File: config.mk
export PLATFORM = sky130hd
export DESIGN_NAME = if_prefetch
export DESIGN_NICKNAME = d
export VERILOG_FILES = /design/src/rtl/mips_pkg.sv /design/src/rtl/if_fifo.sv /design/src/rtl/if_prefetch.sv
export SDC_FILE = /design/constraint.sdc
export NUM_CORES = 1
export LEC_CHECK = 0
export ABC_CLOCK_PERIOD_IN_PS = 4600
export BUFFER_PORTS_ARGS = -buffer_cell sky130_fd_sc_hd__buf_4
export CAP_MARGIN = 20
export CORE_MARGIN = 1.5
export CORE_UTILIZATION = 35
export DETAILED_ROUTE_END_ITERATION = 7
export PLACE_DENSITY = 0.51
export RECOVER_POWER = 100
export SLEW_MARGIN = 20
export SYNTH_ARGS = -nofsm -noshare
export SYNTH_HDL_FRONTEND = slang
export SYNTH_SLANG_ARGS = --single-unit
File: constraint.sdc
create_clock -name clk -period 4.6 [get_ports clk]
set_input_delay 0.46 -clock clk [delete_from_list [all_inputs] [get_ports clk]]
set_output_delay 0.46 -clock clk [all_outputs]
set_load 0.005 [all_outputs]
File: src/rtl/mips_pkg.sv
// mips_pkg: shared constants and types for the MIPS fetch front end.
//   XLEN          width of PC and instruction words
//   NOP           value presented on inst_out when nothing is valid
//   RESET_VECTOR  first fetch address after reset
//   EXC_VECTOR    fetch address loaded on an exception
//   fetch_entry_t {pc, inst} pair carried through the prefetch queue
package mips_pkg;

    localparam int              XLEN         = 32;
    localparam logic [XLEN-1:0] NOP          = 32'h0000_0000;
    localparam logic [XLEN-1:0] RESET_VECTOR = 32'h0000_0000;
    localparam logic [XLEN-1:0] EXC_VECTOR   = 32'h8000_0080;

    typedef struct packed {
        logic [XLEN-1:0] pc;
        logic [XLEN-1:0] inst;
    } fetch_entry_t;

endpackage

File: src/rtl/if_fifo.sv
// if_fifo: synchronous DEPTH-entry FIFO with flush.
//   clk, rst_n   clock, async active-low reset
//   push, din    write din at the tail (ignored during flush)
//   pop, dout    dout shows the head combinationally; pop advances it
//   flush        empty the FIFO this cycle (wins over push/pop)
//   full, empty  occupancy flags
//   count        number of valid entries (0..DEPTH)
// The caller must not push when full nor pop when empty.
module if_fifo
    import mips_pkg::*;
#(
    parameter int  DEPTH   = 4,
    parameter type entry_t = fetch_entry_t,
    localparam int AW      = $clog2(DEPTH)
) (
    input  logic    clk,
    input  logic    rst_n,
    input  logic    push,
    input  logic    pop,
    input  logic    flush,
    input  entry_t  din,
    output entry_t  dout,
    output logic    full,
    output logic    empty,
    output logic [AW:0] count
);

    entry_t        mem [DEPTH];
    // One extra pointer bit separates full (MSBs differ) from empty.
    logic [AW:0]   wp, rp;

    always_ff @(posedge clk or negedge rst_n) begin
        if (!rst_n) begin
            wp <= '0;
            rp <= '0;
        end else if (flush) begin
            wp <= '0;
            rp <= '0;
        end else begin
            if (push) wp <= wp + 1'b1;
            if (pop)  rp <= rp + 1'b1;
        end
    end

    always_ff @(posedge clk) begin
        if (push && !flush) mem[wp[AW-1:0]] <= din;
    end

    assign dout  = mem[rp[AW-1:0]];
    assign count = wp - rp;
    assign empty = (wp == rp);
    assign full  = (wp[AW] != rp[AW]) && (wp[AW-1:0] == rp[AW-1:0]);

endmodule

File: src/rtl/if_prefetch.sv
// if_prefetch: instruction fetch stage with a prefetch queue.
//   clk, rst_n              clock, async active-low reset
//   hold_pc                 stop issuing new fetch requests
//   hold_if                 freeze pc_out/inst_out/inst_valid, no pop
//   br, pc_branch           branch redirect
//   except                  exception redirect to EXC_VECTOR (beats br)
//   imem_req/addr/gnt       request channel, transfer on req & gnt
//   imem_rvalid/rdata       in-order response channel, latency >= 1
//   pc_out/inst_out         instruction handed to decode
//   inst_valid              pc_out/inst_out valid (inst_out = NOP when 0)
// Requests in flight plus queued entries never exceed DEPTH, so a granted
// request always has a queue slot waiting for its response.
module if_prefetch
    import mips_pkg::*;
#(
    parameter int              XLEN         = mips_pkg::XLEN,
    parameter int              DEPTH        = 4,
    parameter logic [XLEN-1:0] RESET_VECTOR = mips_pkg::RESET_VECTOR,
    parameter logic [XLEN-1:0] EXC_VECTOR   = mips_pkg::EXC_VECTOR,
    parameter logic [XLEN-1:0] NOP          = mips_pkg::NOP
) (
    input  logic            clk,
    input  logic            rst_n,
    input  logic            hold_pc,
    input  logic            hold_if,
    input  logic            br,
    input  logic [XLEN-1:0] pc_branch,
    input  logic            except,
    output logic            imem_req,
    output logic [XLEN-1:0] imem_addr,
    input  logic            imem_gnt,
    input  logic            imem_rvalid,
    input  logic [XLEN-1:0] imem_rdata,
    output logic [XLEN-1:0] pc_out,
    output logic [XLEN-1:0] inst_out,
    output logic            inst_valid
);

    localparam int AW = $clog2(DEPTH);
    // Dropped-response counter; several redirects in a row can stack
    // stale responses, so it is wider than one queue's worth.
    localparam int DW = AW + 4;
    localparam logic [AW+1:0] DEPTH_W = (AW+2)'(DEPTH);

    // Same layout as fetch_entry_t, sized by this instance's XLEN.
    typedef struct packed {
        logic [XLEN-1:0] pc;
        logic [XLEN-1:0] inst;
    } entry_t;

    logic [XLEN-1:0] fetch_pc, target, a_dout;
    logic [DW-1:0]   discard;
    logic [AW:0]     q_count, a_count;
    logic [AW+1:0]   in_use;
    logic            redirect, fire, accept;
    logic            q_push, q_pop, q_full, q_empty, a_full, a_empty;
    entry_t          q_din, q_dout;
    logic            unused_ok;

    assign redirect  = except | br;
    assign target    = except ? EXC_VECTOR : {pc_branch[XLEN-1:2], 2'b00};
    // a_count is the number of live (non-discarded) requests in flight.
    assign in_use    = {1'b0, q_count} + {1'b0, a_count};
    assign imem_req  = rst_n & ~hold_pc & ~redirect & (in_use < DEPTH_W);
    assign imem_addr = fetch_pc;
    assign fire      = imem_req & imem_gnt;
    assign accept    = imem_rvalid & (discard == '0) & ~redirect;

    assign q_push    = accept;
    assign q_pop     = ~hold_if & ~q_empty & ~redirect;
    assign q_din     = '{pc: a_dout, inst: imem_rdata};
    assign unused_ok = q_full ^ a_full ^ a_empty;

    // Issued-address FIFO: the head is the PC of the next live response.
    if_fifo #(.DEPTH(DEPTH), .entry_t(logic [XLEN-1:0])) u_addr (
        .clk   (clk),
        .rst_n (rst_n),
        .push  (fire),
        .pop   (accept),
        .flush (redirect),
        .din   (fetch_pc),
        .dout  (a_dout),
        .full  (a_full),
        .empty (a_empty),
        .count (a_count)
    );

    if_fifo #(.DEPTH(DEPTH), .entry_t(entry_t)) u_queue (
        .clk   (clk),
        .rst_n (rst_n),
        .push  (q_push),
        .pop   (q_pop),
        .flush (redirect),
        .din   (q_din),
        .dout  (q_dout),
        .full  (q_full),
        .empty (q_empty),
        .count (q_count)
    );

    always_ff @(posedge clk or negedge rst_n) begin
        if (!rst_n) begin
            fetch_pc <= RESET_VECTOR;
            discard  <= '0;
        end else if (redirect) begin
            fetch_pc <= target;
            // Everything still in flight becomes stale; a response landing
            // this very cycle is one of them and is already gone.
            discard  <= discard + DW'(a_count) - DW'(imem_rvalid);
        end else begin
            if (fire) fetch_pc <= fetch_pc + XLEN'(4);
            if (imem_rvalid && discard != '0) discard <= discard - 1'b1;
        end
    end

    always_ff @(posedge clk or negedge rst_n) begin
        if (!rst_n) begin
            pc_out     <= '0;
            inst_out   <= NOP;
            inst_valid <= 1'b0;
        end else if (redirect || (!hold_if && q_empty)) begin
            inst_out   <= NOP;
            inst_valid <= 1'b0;
        end else if (q_pop) begin
            pc_out     <= q_dout.pc;
            inst_out   <= q_dout.inst;
            inst_valid <= 1'b1;
        end
    end

endmodule

==> impl_metrics.toml <==
[status]
outcome = "finished with violations"
violations = "capacitance limit, slew limit"

[grt]
antenna_found_initial = 0
grt_max_degree = 65
grt_pass1_wl_um = 64270
grt_pass1_vias = 10390
grt_usage_pct = 15.38
grt-ovfl-total = 0

[place]
pre_cts_ws_ns = 0.9387
place_congestion = 0.7754
post-dp-hpwl_um = 25220
dpl.cell_count = 1842
port_buffers = 163

[timing]
maxSlewViolCount = 330
final_hold_viol_count = 0
final.min_clock_period_ns = 3.826
rsz0062_at_grt = "false"
finalSetupViolCount = 0
slew_headroom_pct = -98.48
period_share_pct = 83.18
worst_slack_ns = 0.7736
finalSetupTns_ns = 0
worst_pin_slew_ns = 2.977
fmax_ghz = 0.2613
fin_skew_ns = 0.01341

[clock_tree]
cts-buffers-inserted = 51
clock_latency_ns = 0.58
postCtsHoldBufs = 0
cts_setup_buffers = 0
cts_tree = "done"
clkTransAtPathRegs_ns = 0.06
cts_sinks = 479
cts_resized = 0
cts_buffer_depth = 3
h-tree-depth = 2
cts_root_buffer = "clkbuf_16"

[floorplanning]
die_height_um = 235.5
fp.dieArea_sq_um = 55440
initial_core_util_pct = 35.28
num_io_pins = 170
coreArea_sq_um = 53600
num_rows = 85
fp.dieW_um = 235.5

[finish]
final_core_util_pct = 41.74
instances_no_fill = 1938
fin_nets = 1302
diodes = 0
drive_above_1_share_pct = 27.46
syn_to_final_growth_pct = 18.31

[logic_synthesis]
avgSynthCellArea_sq_um = 18.76
yosysMostFrequentCell = "edfxtp_1"
synthDistinctLibCells = 62
syn_area_sq_um = 18910
synth_top_area_share_pct = 58.43
ys_top_cells_by_count = "368 x edfxtp_1, 111 x dfrtp_1, 92 x mux4_2"
yosysSeqAreaShare_pct = 73.12
synth_cells = 1008
synth-seq-cells = 479
synth_flop_cell = "edfxtp_1"
async_flop_share_pct = 23.17
yosysTopAreaCell = "edfxtp_1"
yosysWarningCount = 0
synth_edf_count = 368
synth_area_leaders = "edfxtp_1 58%, dfrtp_1 15%, mux4_2 11%, ha_1 1.8%, mux2_2 1.8%"

[detailed_routing]
dr.pass1.iters = 4
drtIter0Drc = 518
dr_wl_met3_um = 1953
met1_length_um = 18260
vias = 9841
wl_met2_um = 20640
wl_per_cell_um = 21.54
drtAntennaViolNets = 0
viasPerCell = 5.078
drc = 0
top_layer = "met4"
drt-total-wl_um = 41740

[worst_setup_path]
critical_path.max_stage_delay_ns = 0.77
crit_path_top_delay_cell = "dfrtp_1"
crit_required_ns = 4.82
cp.arrival_ns = 4.04
path_max_fanout = 30
crit_chain = "inv_1 > fa_1 > xor2_1 > ha_1 > nor2_1 > and4_1 > and3_1 > buf_4"
end_kind = "register"
criticalPathCategory = "reg2reg"
start_kind = "register"
reg2regPathDepth = 8

[pwr]
worst_ir_drop_vdd_mv = 0.2578
internal_power_w = 0.007398
netSwitchingPower_w = 0.002065
swShare_pct = 21.82
power_density_nw_per_um2 = 422.9
p_leak_nw = 7.843
p_seq_share_pct = 50.9
p_total_w = 0.009463
pwr-share-comb_pct = 6.5
pwr-share-clk_pct = 42.5

[min_path]
whs_path_depth = 3
holdCritPathClass = "in2reg"

[run]
maxCapViolCount = 7
-- logic make-up (layout without fill, tap and decap cells) --
family          count (synthesis)  in the layout  share of synthesized area (%)
mux                           126            126                          12.95
flops                         479            479                          73.12
simple gates                  161            161                          4.565
other cells                     1              4                        0.01983
compound gates                 98             98                          3.837
xor+xnor                       38             38                          1.760
fa+ha+maj                      30             30                          2.104
buf+inv                        75            306                          1.641
-- per-layer routing --
metal	vias up	GRT usage, %
met2	272	26.39
met1	5101	19.92
li1	4398	-
met4	0	4.086
met3	70	3.096
met5	-	0
-- area by class of cell --
type | instances | area (sq um)
Timing Repair Buffer | 188 | 1165
Clock inverter | 21 | 195.2
Clock buffer | 74 | 1464
Tap cell | 696 | 870.8
Sequential cell | 479 | 13830
Inverter | 23 | 86.33
Multi-Input combinational cell | 457 | 4760
Fill cell | 4854 | 31230
-- registers in the layout (all words and copies together) (netlist names), 6 cells and up --
| name | count |
|---|---|
| u_queue.mem | 248 |
| pc_out | 30 |
| discard | 6 |
| inst_out | 32 |
| u_addr.mem | 120 |
| imem_addr | 30 |
-- metrics by stage --
step	cell area (sq um)	hold slack [ns]
after global placement	21000	0.4618
after detailed placement	21000	0.4766
after global routing	22370	0.06579
after CTS	22660	0.01707
final	22370	0.08034
after floorplan	18920	0.1644
-- cells in the final DEF (no fill, tap or decap), types with 9 or more instances in the layout --
cell type,instances
edfxtp_1,368
dfrtp_1,109
mux4_2,92
clkbuf_1,77
clkbuf_4,73
clkbuf_16,52
buf_4,48
nand2_1,41
nor2_1,38
a22o_1,32
mux2_2,30
ha_1,27
xnor2_1,26
inv_1,22
a21oi_1,20
nor4_1,14
o21ai_0,13
nand3_1,12
xor2_1,12
a211oi_1,10
nor3_1,9
clkinv_2,9
-- worst max-delay path: cells and delay by family (launching register included) --
family / cells / cell delay, ns
XOR/XNOR: 1 / 0.19
adder cells (fa/ha/maj): 2 / 0.78
buffers and inverters: 2 / 0.64
flip-flops: 1 / 0.77
AND/OR/NAND/NOR: 3 / 1.07
-- final timing paths --
kind	from	endpoint	slack (ns)
hold reg to reg	inst_valid	inst_valid	0.48
hold / removal	pc_branch[24]	imem_addr[24]	0.08
setup / recovery	u_queue.rp[1]	u_addr.mem[1][14]	0.77
setup reg to reg	u_queue.rp[1]	u_addr.mem[1][14]	0.77
min in group asynchronous	rst_n	discard[2]	0.82
max in group asynchronous	rst_n	pc_out[15]	1.65
-- power by group through the flow --
stage / Clock (W) / Sequential, W / Combinational, W
floorplan: 0 / 0.00488 / 0.000407
global placement: 0 / 0.00491 / 0.000646
detailed placement: 0 / 0.00491 / 0.000652
CTS: 0.00417 / 0.00482 / 0.000656
global route: 0.00433 / 0.00483 / 0.000707
finish: 0.00402 / 0.00482 / 0.000620
No activity file was read; power rests on OpenSTA's default activity.
